File: src/rtl/slow_access_timer_if.sv
// slow_access_timer_if
//   Bus-cycle and clock-switcher handshake seen by slow_access_timer.
//   BACT            CPU bus cycle active
//   IACKCS..SndCS   device selects, valid while BACT
//   SlowAck         clock switcher reports slow clock running
//   SlowReq         slow-mode request to the clock switcher
//   Stall           wait-state request back to the bus cycle
//   master: bus/switcher side, slave: the timer.
interface slow_access_timer_if;
    logic BACT;
    logic IACKCS;
    logic VIACS;
    logic IWMCS;
    logic SCCCS;
    logic SCSICS;
    logic SndCS;
    logic SlowAck;
    logic SlowReq;
    logic Stall;

    modport master (
        output BACT, IACKCS, VIACS, IWMCS, SCCCS, SCSICS, SndCS, SlowAck,
        input  SlowReq, Stall
    );

    modport slave (
        input  BACT, IACKCS, VIACS, IWMCS, SCCCS, SCSICS, SndCS, SlowAck,
        output SlowReq, Stall
    );
endinterface

File: src/rtl/slow_access_timer.sv
// slow_access_timer
//   Requests slow clock mode for bus cycles that target devices whose slow
//   enable is set, stalls those cycles until the clock switcher acknowledges,
//   and keeps slow mode for SlowTimeout timer ticks after the cycle ends
//   (4'hF holds slow mode indefinitely).
// Ports
//   CLK            system clock, rising edge
//   nPOR           asynchronous active-low reset
//   bus            slave side of slow_access_timer_if (BACT, selects,
//                  SlowAck in; SlowReq, Stall out, both registered)
//   SlowIACK..SlowSnd  per-device slow enables
//   SlowClockGate  force SlowReq high regardless of the FSM
//   SlowTimeout    hold time in TimerTick units, sampled at load
//   TimerTick      one-cycle timebase strobe
//   SlowCount      remaining hold ticks (debug)
module slow_access_timer (
    input  logic              CLK,
    input  logic              nPOR,
    slow_access_timer_if.slave bus,
    input  logic              SlowIACK,
    input  logic              SlowVIA,
    input  logic              SlowIWM,
    input  logic              SlowSCC,
    input  logic              SlowSCSI,
    input  logic              SlowSnd,
    input  logic              SlowClockGate,
    input  logic [3:0]        SlowTimeout,
    input  logic              TimerTick,
    output logic [3:0]        SlowCount
);

    typedef enum logic [1:0] {
        IDLE,
        REQ,
        HOLD,
        COUNT
    } state_t;

    state_t     state;
    state_t     stateNext;
    logic [3:0] countNext;
    logic       bactR;
    logic       start;
    logic       hit;
    logic       reqNext;
    logic       stallNext;
    logic [5:0] selects;
    logic [5:0] enables;

    assign selects = {bus.IACKCS, bus.VIACS, bus.IWMCS, bus.SCCCS, bus.SCSICS, bus.SndCS};
    assign enables = {SlowIACK, SlowVIA, SlowIWM, SlowSCC, SlowSCSI, SlowSnd};

    // Only the first BACT cycle of a bus cycle can hit.
    assign start = bus.BACT & ~bactR;
    assign hit   = start & (|(selects & enables));

    // State register; SlowReq/Stall are registered from the current state,
    // so they follow a transition by one edge.
    always_ff @(posedge CLK or negedge nPOR) begin
        if (!nPOR) begin
            state       <= IDLE;
            SlowCount   <= '0;
            bactR       <= 1'b0;
            bus.SlowReq <= 1'b0;
            bus.Stall   <= 1'b0;
        end else begin
            state       <= stateNext;
            SlowCount   <= countNext;
            bactR       <= bus.BACT;
            bus.SlowReq <= reqNext;
            bus.Stall   <= stallNext;
        end
    end

    // Next state. In COUNT the order of tests sets priority:
    // hit > ack loss > never-expire > expiry > tick.
    always_comb begin
        stateNext = state;
        countNext = SlowCount;
        case (state)
            IDLE: begin
                if (hit) begin
                    stateNext = REQ;
                end
            end
            REQ: begin
                if (bus.SlowAck) begin
                    stateNext = HOLD;
                end
            end
            HOLD: begin
                if (!bus.BACT) begin
                    // Load wins over any tick on this edge.
                    stateNext = COUNT;
                    countNext = SlowTimeout;
                end else if (!bus.SlowAck) begin
                    stateNext = REQ;
                end
            end
            COUNT: begin
                if (hit) begin
                    stateNext = HOLD;
                end else if (bus.BACT && !bus.SlowAck) begin
                    stateNext = REQ;
                end else if (SlowTimeout != 4'hF) begin
                    if (SlowCount == '0) begin
                        stateNext = IDLE;
                    end else if (TimerTick) begin
                        countNext = SlowCount - 4'd1;
                    end
                end
            end
            default: begin
                stateNext = IDLE;
            end
        endcase
    end

    // Output decode (registered in the state register process).
    always_comb begin
        reqNext   = (state != IDLE) | SlowClockGate;
        stallNext = (state == REQ);
    end

endmodule
File: src/flat_wrapper.sv
// flat-port wrapper written by rule: the top's interface ports become plain ports
module slow_access_timer_flat 
  (CLK, nPOR, SlowIACK, SlowVIA, SlowIWM, SlowSCC, SlowSCSI, SlowSnd, SlowClockGate, SlowTimeout, TimerTick, SlowCount, bus_BACT, bus_IACKCS, bus_VIACS, bus_IWMCS, bus_SCCCS, bus_SCSICS, bus_SndCS, bus_SlowAck, bus_SlowReq, bus_Stall);
  slow_access_timer_if bus_i ();
  input  logic CLK;
  input  logic nPOR;
  input  logic SlowIACK;
  input  logic SlowVIA;
  input  logic SlowIWM;
  input  logic SlowSCC;
  input  logic SlowSCSI;
  input  logic SlowSnd;
  input  logic SlowClockGate;
  input  logic [3:0] SlowTimeout;
  input  logic TimerTick;
  output logic [3:0] SlowCount;
  input wire logic [$bits(bus_i.BACT)-1:0] bus_BACT;
  input wire logic [$bits(bus_i.IACKCS)-1:0] bus_IACKCS;
  input wire logic [$bits(bus_i.VIACS)-1:0] bus_VIACS;
  input wire logic [$bits(bus_i.IWMCS)-1:0] bus_IWMCS;
  input wire logic [$bits(bus_i.SCCCS)-1:0] bus_SCCCS;
  input wire logic [$bits(bus_i.SCSICS)-1:0] bus_SCSICS;
  input wire logic [$bits(bus_i.SndCS)-1:0] bus_SndCS;
  input wire logic [$bits(bus_i.SlowAck)-1:0] bus_SlowAck;
  output wire logic [$bits(bus_i.SlowReq)-1:0] bus_SlowReq;
  output wire logic [$bits(bus_i.Stall)-1:0] bus_Stall;
  assign bus_i.BACT = bus_BACT;
  assign bus_i.IACKCS = bus_IACKCS;
  assign bus_i.VIACS = bus_VIACS;
  assign bus_i.IWMCS = bus_IWMCS;
  assign bus_i.SCCCS = bus_SCCCS;
  assign bus_i.SCSICS = bus_SCSICS;
  assign bus_i.SndCS = bus_SndCS;
  assign bus_i.SlowAck = bus_SlowAck;
  assign bus_SlowReq = bus_i.SlowReq;
  assign bus_Stall = bus_i.Stall;
  slow_access_timer u_core (.CLK(CLK), .nPOR(nPOR), .bus(bus_i), .SlowIACK(SlowIACK), .SlowVIA(SlowVIA), .SlowIWM(SlowIWM), .SlowSCC(SlowSCC), .SlowSCSI(SlowSCSI), .SlowSnd(SlowSnd), .SlowClockGate(SlowClockGate), .SlowTimeout(SlowTimeout), .TimerTick(TimerTick), .SlowCount(SlowCount));
endmodule
File: config.mk
export PLATFORM = sky130hd
export DESIGN_NAME = slow_access_timer_flat
export DESIGN_NICKNAME = d
export VERILOG_FILES = /design/src/rtl/slow_access_timer_if.sv /design/src/rtl/slow_access_timer.sv /design/src/flat_wrapper.sv
export SDC_FILE = /design/constraint.sdc
export NUM_CORES = 1
export LEC_CHECK = 0
export CAP_MARGIN = 10
export CORE_MARGIN = 3
export CORE_UTILIZATION = 23
export CTS_CLUSTER_DIAMETER = 80
export CTS_CLUSTER_SIZE = 30
export DETAILED_ROUTE_END_ITERATION = 12
export GPL_TIMING_DRIVEN = 0
export REMOVE_ABC_BUFFERS = 1
export SLEW_MARGIN = 20
export SYNTH_ARGS = -nofsm -noshare
export SYNTH_HDL_FRONTEND = slang
export SYNTH_SLANG_ARGS = --single-unit
File: constraint.sdc
create_clock -name CLK -period 2.2 [get_ports CLK]
set_input_delay 0.33 -clock CLK [delete_from_list [all_inputs] [get_ports CLK]]
set_output_delay 0.33 -clock CLK [all_outputs]
set_load 0.02 [all_outputs]
Yosys cells after proc, flatten, opt, wreduce, memory -nomap -nowiden

Cells that the tools add are included.

Bits in registers: 9
Bits in latches: 0
Bits in writable memories: 0
ROM bits: 0
Input port bits: 22
Output and inout bits: 6
Logic and storage cells: 51
Memories kept: 0

Add/sub/neg operators: 1
$mul: 0
Divide/modulo/power cells: 0
Order comparisons: 0
Equality and inequality tests: 15
Shifts and indexed selects: 0
Muxes and demuxes: 16
Bitwise gates (word level): 5
Reduce and logical (&&, ||, !) cells: 9

Operator list:

| cell                                                                     | count |
|---|---|
| 4-bit 2-to-1 mux                                                         | 6 |
| 2-bit 2-to-1 mux                                                         | 8 |
| 2-bit inequality test (second input constant)                            | 6 |
| 4-bit by 1-bit inequality test with 1-bit output (second input constant) | 2 |
| 2-bit case mux with 4 select lines                                       | 1 |
| 4-bit case mux with 2 select lines                                       | 1 |
| 7-bit AND reduction                                                      | 1 |
| 6-bit bitwise AND                                                        | 1 |
| 6-bit OR reduction                                                       | 1 |
| 5-bit AND reduction                                                      | 1 |
| 2-bit == test (second input constant)                                    | 2 |
| 4-bit zero test                                                          | 1 |
| 2-bit by 1-bit inequality test with 1-bit output (second input constant) | 2 |
| 4-bit inequality test (second input constant)                            | 1 |
| 2-bit nonzero test                                                       | 2 |
| 4-bit by 1-bit subtractor with 4-bit output (second input constant)      | 1 |
| 3-bit inequality test (second input constant)                            | 1 |
| 1-bit bitwise AND                                                        | 2 |
| 2-bit by 1-bit == test with 1-bit output (second input constant)         | 1 |
| 2-bit zero test                                                          | 1 |
| 1-bit logical AND                                                        | 1 |
| 1-bit zero test                                                          | 1 |
| 1-bit NOT                                                                | 1 |
| 1-bit bitwise OR                                                         | 1 |

Logic depth before layout (Yosys ltp)

Word-level depth: 7
Depth in mapped cells: 6
Depth with buffers taken out: 6

Least setup slack after synthesis

Ideal clock, no wire load.

Path kind: register to register
Start point: register u_core.SlowCount[0]
End point: register u_core.SlowCount[0]
Setup time: 0.126 ns
Data arrival time: 1.541 ns
Path slack: 0.533 ns
Cell stages (with the launch flop): 7
Path buffers: 0
Clock period less this slack: 1.667 ns
Cells stage by stage: dfrtp_1 inv_1 ha_1 nor3b_1 a211oi_2 and3_4 o311a_1

Cells in the longest elaborated chain, start to end: 7

RTL lines:

| item                                        | RTL line                 | source |
|---|---|---|
| start, declared                             | slow_access_timer.sv:29  | `output logic [3:0] SlowCount` |
| start signal, assigned                      | slow_access_timer.sv:68  | `SlowCount <= countNext;` |
| 4-bit by 1-bit subtractor with 4-bit output | slow_access_timer.sv:109 | `countNext = SlowCount - 4'd1;` |
| 4-bit 2-to-1 mux                            | slow_access_timer.sv:108 | `end else if (TimerTick) begin` |
| 4-bit 2-to-1 mux                            | slow_access_timer.sv:106 | `if (SlowCount == '0) begin` |
| 4-bit 2-to-1 mux                            | slow_access_timer.sv:105 | `end else if (SlowTimeout != 4'hF) begin` |
| 4-bit 2-to-1 mux                            | slow_access_timer.sv:103 | `end else if (bus.BACT && !bus.SlowAck) begin` |
| 4-bit 2-to-1 mux                            | slow_access_timer.sv:101 | `if (hit) begin` |
| 4-bit case mux with 2 select lines          | slow_access_timer.sv:80  | `case (state)` |

Several ways; a longest one is shown, not always the timed one. The select of a mux whose other input is x is not followed.
A chain may end at the register's enable or synchronous reset.

Worst setup path in the final report

Start point: input port bus_SCSICS
End point: register u_core.SlowCount[1]

Cells in the longest elaborated chain, start to end: 5

RTL lines:

| item                                   | RTL line                | source |
|---|---|---|
| start, declared                        | flat_wrapper.sv:22      | `input wire logic [$bits(bus_i.SCSICS)-1:0] bus_SCSICS;` |
| 6-bit bitwise AND                      | slow_access_timer.sv:55 | `assign hit = start & (\|(selects & enables));` |
| 6-bit OR reduction                     | slow_access_timer.sv:55 |  |
| 1-bit bitwise AND                      | slow_access_timer.sv:55 |  |
| 2-bit inequality test (no source line) | -                       |  |
| 7-bit AND reduction (no source line)   | -                       |  |

Every way passes these cells.

==> results by stage <==
Detailed routing:
- The post-route DRC violation count is 0.
- The count of nets left with antenna violations once routing finished came out at 0.
- After detailed routing, the number of vias per cell comes to 5.22.
- For this block, the routed nets add up to 1670 um of wire.
- The routed layout has 668 vias.
- The violation count after the first detailed-routing iteration is 12.
- Dividing the detail-routed wire length by the instance count gives 13.0 um.
- The first TritonRoute pass finished after 4 iterations.

Cells and area:
- The synthesis-to-layout area growth is 48.3%.
- The most common cell after layout, fill and taps aside is clkdlybuf4s50_1.
- For this run, the post-layout net count is 122.
- The share of post-route cells with drive strength above 1 is 10.2%.
- In the layout the commonest cells are 27 x clkdlybuf4s50_1, 9 x dfrtp_1, 6 x a21oi_1, 5 x inv_1.
- The number of antenna cells inserted is 0.

Clock network:
- CTS built an H-tree with a depth of 1.
- The CTS tree is done.
- Buffers inserted to repair hold after CTS numbered 0.
- The latest clock arrival within the worst-skew pair is 270 ps.
- Clock tree synthesis found a total of 9 sinks.
- The root buffer cell is clkbuf_4.
- Post-CTS timing repair inserted 0 buffers for setup.
- Clock-pin slew was measured on the worst setup and hold paths at 70 ps.
- The clock passes through at most 2 buffers.
- The number of gates resized after cts is 0.
- In this run, CTS created clock tree buffers numbering 3.

Timing:
- For the pin with the worst max-slew slack, the measured transition is 489 ps.
- The sum of negative setup slack is 0 ps.
- The maximum frequency from static timing analysis is 0.561 GHz.
- The max-slew violation count is 0.
- After layout, the worst path uses 81.1% of the clock period.
- Setup repair after global routing left no endpoint under its margin.
- Headroom to the max-slew limit came out at 67.3%.
- The final worst clock skew is 9.16 ps.
- The worst slack on hold paths is 360 ps.
- The number of setup violations in the final report is 0.
- The final worst-path setup slack is 417 ps.
- The final hold violation count is 0.
- The final critical delay including setup and external delays is 1780 ps.

Yosys:
- The number of instances in the synthesized netlist is 70.
- The mapped netlist covers 663 um2.
- Sorting the synthesized cells by area gives the leading types as dfrtp_1 34%, a21oi_1 4.5%, mux2i_1 4.5%, o41ai_4 4.2%, a22oi_1 3.4%.
- The largest total area in the synthesized netlist belongs to dfrtp_1.
- In this run the biggest area consumer among cell types represents 34.0% of the synthesized area.
- Of the synthesized area, sequential elements account for 34.0%.
- The number of distinct library cells after synthesis is 36.
- Counting flops and latches in the post-synthesis netlist gives 9.
- The Yosys warning count is 0.
- The post-synthesis average cell area is 9.47 um2.

Floorplanning:
- The I/O pin count is 28.
- In this run the horizontal extent of the chip is 59.7 um.
- The die covers 3560 um2.
- The core footprint is 2610 um2.
- The die is 59.7 um tall.
- The number of rows in the core area is 18.
- For this configuration, the core starts out at a cell density of 25.4%.

Outcome:
- The run finished with clean final reports.

Worst setup path:
- The startpoint of the worst register-to-register path is u_core.SlowCount[0]$_DFFE_PN0P_.
- The critical register-to-register path endpoint is u_core.SlowCount[0]$_DFFE_PN0P_.
- The signal on the critical path passes through clkdlybuf4s50_1 -> a22o_4 -> o41ai_4 -> and3_4 -> mux2i_1.
- The start point of the critical path is bus_SCSICS.
- Across all register-to-register paths, the minimum setup slack is 480 ps.
- The cell type group with the largest total delay on the critical path is compound AO/OA/AOI/OAI gates.
- At the worst endpoint, the required time is 2390 ps.
- The cell with the largest stage delay on the worst path is o41ai_4.
- For this run, the slowest stage of the critical path takes 470 ps.
- The arrival time of data at the critical path endpoint is 1980 ps.
- The path type of the worst setup path is in -> reg.
- The number of cells on the worst reg-to-reg path is 6.
- The worst setup path is launched from an input pin.
- In this run the worst path has a maximum fanout of 5.
- The element type at the critical path end is a register.
- The number of buffer and inverter instances along the worst setup path is 1.

Placed design:
- The post-DP HPWL is 1340 um.
- The placer's final routability congestion estimate is 0.796.
- The quantity of I/O buffers inserted on ports is 27.
- At the placement stage, the worst setup path has a slack of 127 ps.

Hold path:
- The path class of the tightest hold or removal check is in -> async.

Power:
- Summed over all cells, the static leakage comes to 0.388 nW.
- The maximum vdd drop is 715 uV.
- The power per unit of standard cell area is 986 nW/um2.

Global routing:
- The global-route usage over all layers is 10.3%.
- The total grt overflow is 0.
- Entering global routing, the biggest net connects 14 pins.
- The via count of the first global-routing pass is 652.
- The global-route wire length before repair is 2790 um.
- The number of antenna violations at the first check in global routing was 0.

Run:
- The total of max-cap violations is 0.
==> worst register-to-register path, cell delays in order (launching register included) <==
cell and delay [ps]:
dfrtp_1 420, inv_1 90, ha_1 190, nor3b_1 310, a211oi_2 110, and3_4 210, o311a_1 280
==> routing by layer <==
metal / GRT usage [%] / up-vias / routed length [um]
li1: - / 329 / -
met4: 1.90 / 0 / 0
met5: 0 / - / 0
met1: 14.2 / 316 / 776
met2: 15.0 / 23 / 769
met3: 4.32 / 0 / 121
==> state kept, by name, summed over array words and instances (netlist names) <==
signal,cells
u_core.bactR,1
u_core.bus.Stall,1
u_core.bus.SlowReq,1
u_core.state,2
u_core.SlowCount,4
==> synth_stat cells <==
master,number
a211oi_1,1
a211oi_2,1
a21boi_1,1
a21oi_1,6
a22o_1,2
a22o_4,1
a22oi_1,3
a2bb2oi_1,1
a31oi_1,1
a32oi_1,1
a41o_1,1
and3_4,1
and4b_1,1
buf_2,2
clkbuf_1,1
dfrtp_1,9
ha_1,1
inv_1,5
mux2i_1,3
nand2_1,4
nand2b_1,2
nand3_1,1
nand4_1,3
nor2_1,4
nor2b_1,1
nor3_1,2
nor3b_1,1
nor3b_2,1
o211ai_1,2
o21ai_0,1
o2bb2ai_1,1
o311a_1,1
o311a_2,1
o41ai_4,1
or2_2,1
or3_1,1
==> power breakdown <==
group,leakage [nW],switching (mW),total [mW],internal [mW]
clock network,0.0150,0.0638,0.134,0.0700
registers,0.103,0.101,0.333,0.232
logic,0.270,0.242,0.503,0.261
==> through the flow <==
| stage | cell area (um2) | utilization [%] | total power [mW] | cells |
|---|---|---|---|---|
| floorplan | 649 | - | 0.632 | 67 |
| global placement | 957 | 36.6 | 0.831 | 124 |
| detailed placement | 957 | 36.6 | 0.836 | 124 |
| CTS | 983 | 37.6 | 0.977 | 128 |
| global route | 983 | 37.6 | 1.05 | 128 |
| finish | 983 | 37.6 | 0.969 | 128 |
==> kinds of logic after synthesis <==
group / count (synthesis) / synth area share [%]
muxes: 3 / 4.53
adders and majority gates: 1 / 1.89
AOI/OAI and AO/OA: 26 / 34.2
DFF: 9 / 34.0
and+or+nand+nor: 23 / 20.6
buffers and inverters: 8 / 4.91
==> worst max path at each step <==
stage                                                 end  slack (ps)  cells after the start
after global placement    u_core.SlowCount[1]$_DFFE_PN0P_         160                      5
after detailed placement  u_core.SlowCount[1]$_DFFE_PN0P_         130                      5
after global routing      u_core.SlowCount[1]$_DFFE_PN0P_         290                      5
after floorplan           u_core.SlowCount[0]$_DFFE_PN0P_         530                      6
final                     u_core.SlowCount[1]$_DFFE_PN0P_         420                      5
after CTS                 u_core.SlowCount[1]$_DFFE_PN0P_         400                      5
==> area by class of cell <==
cell class              count  area [um2]
clock buffers               4        26.3
multi-input cells          53         405
well taps                  30        37.5
fillers                   274        1630
flip-flops and latches      9         225
repair buffers             27         270
inverters                   5        18.8
Note: power is estimated with default switching activity, not from simulation.
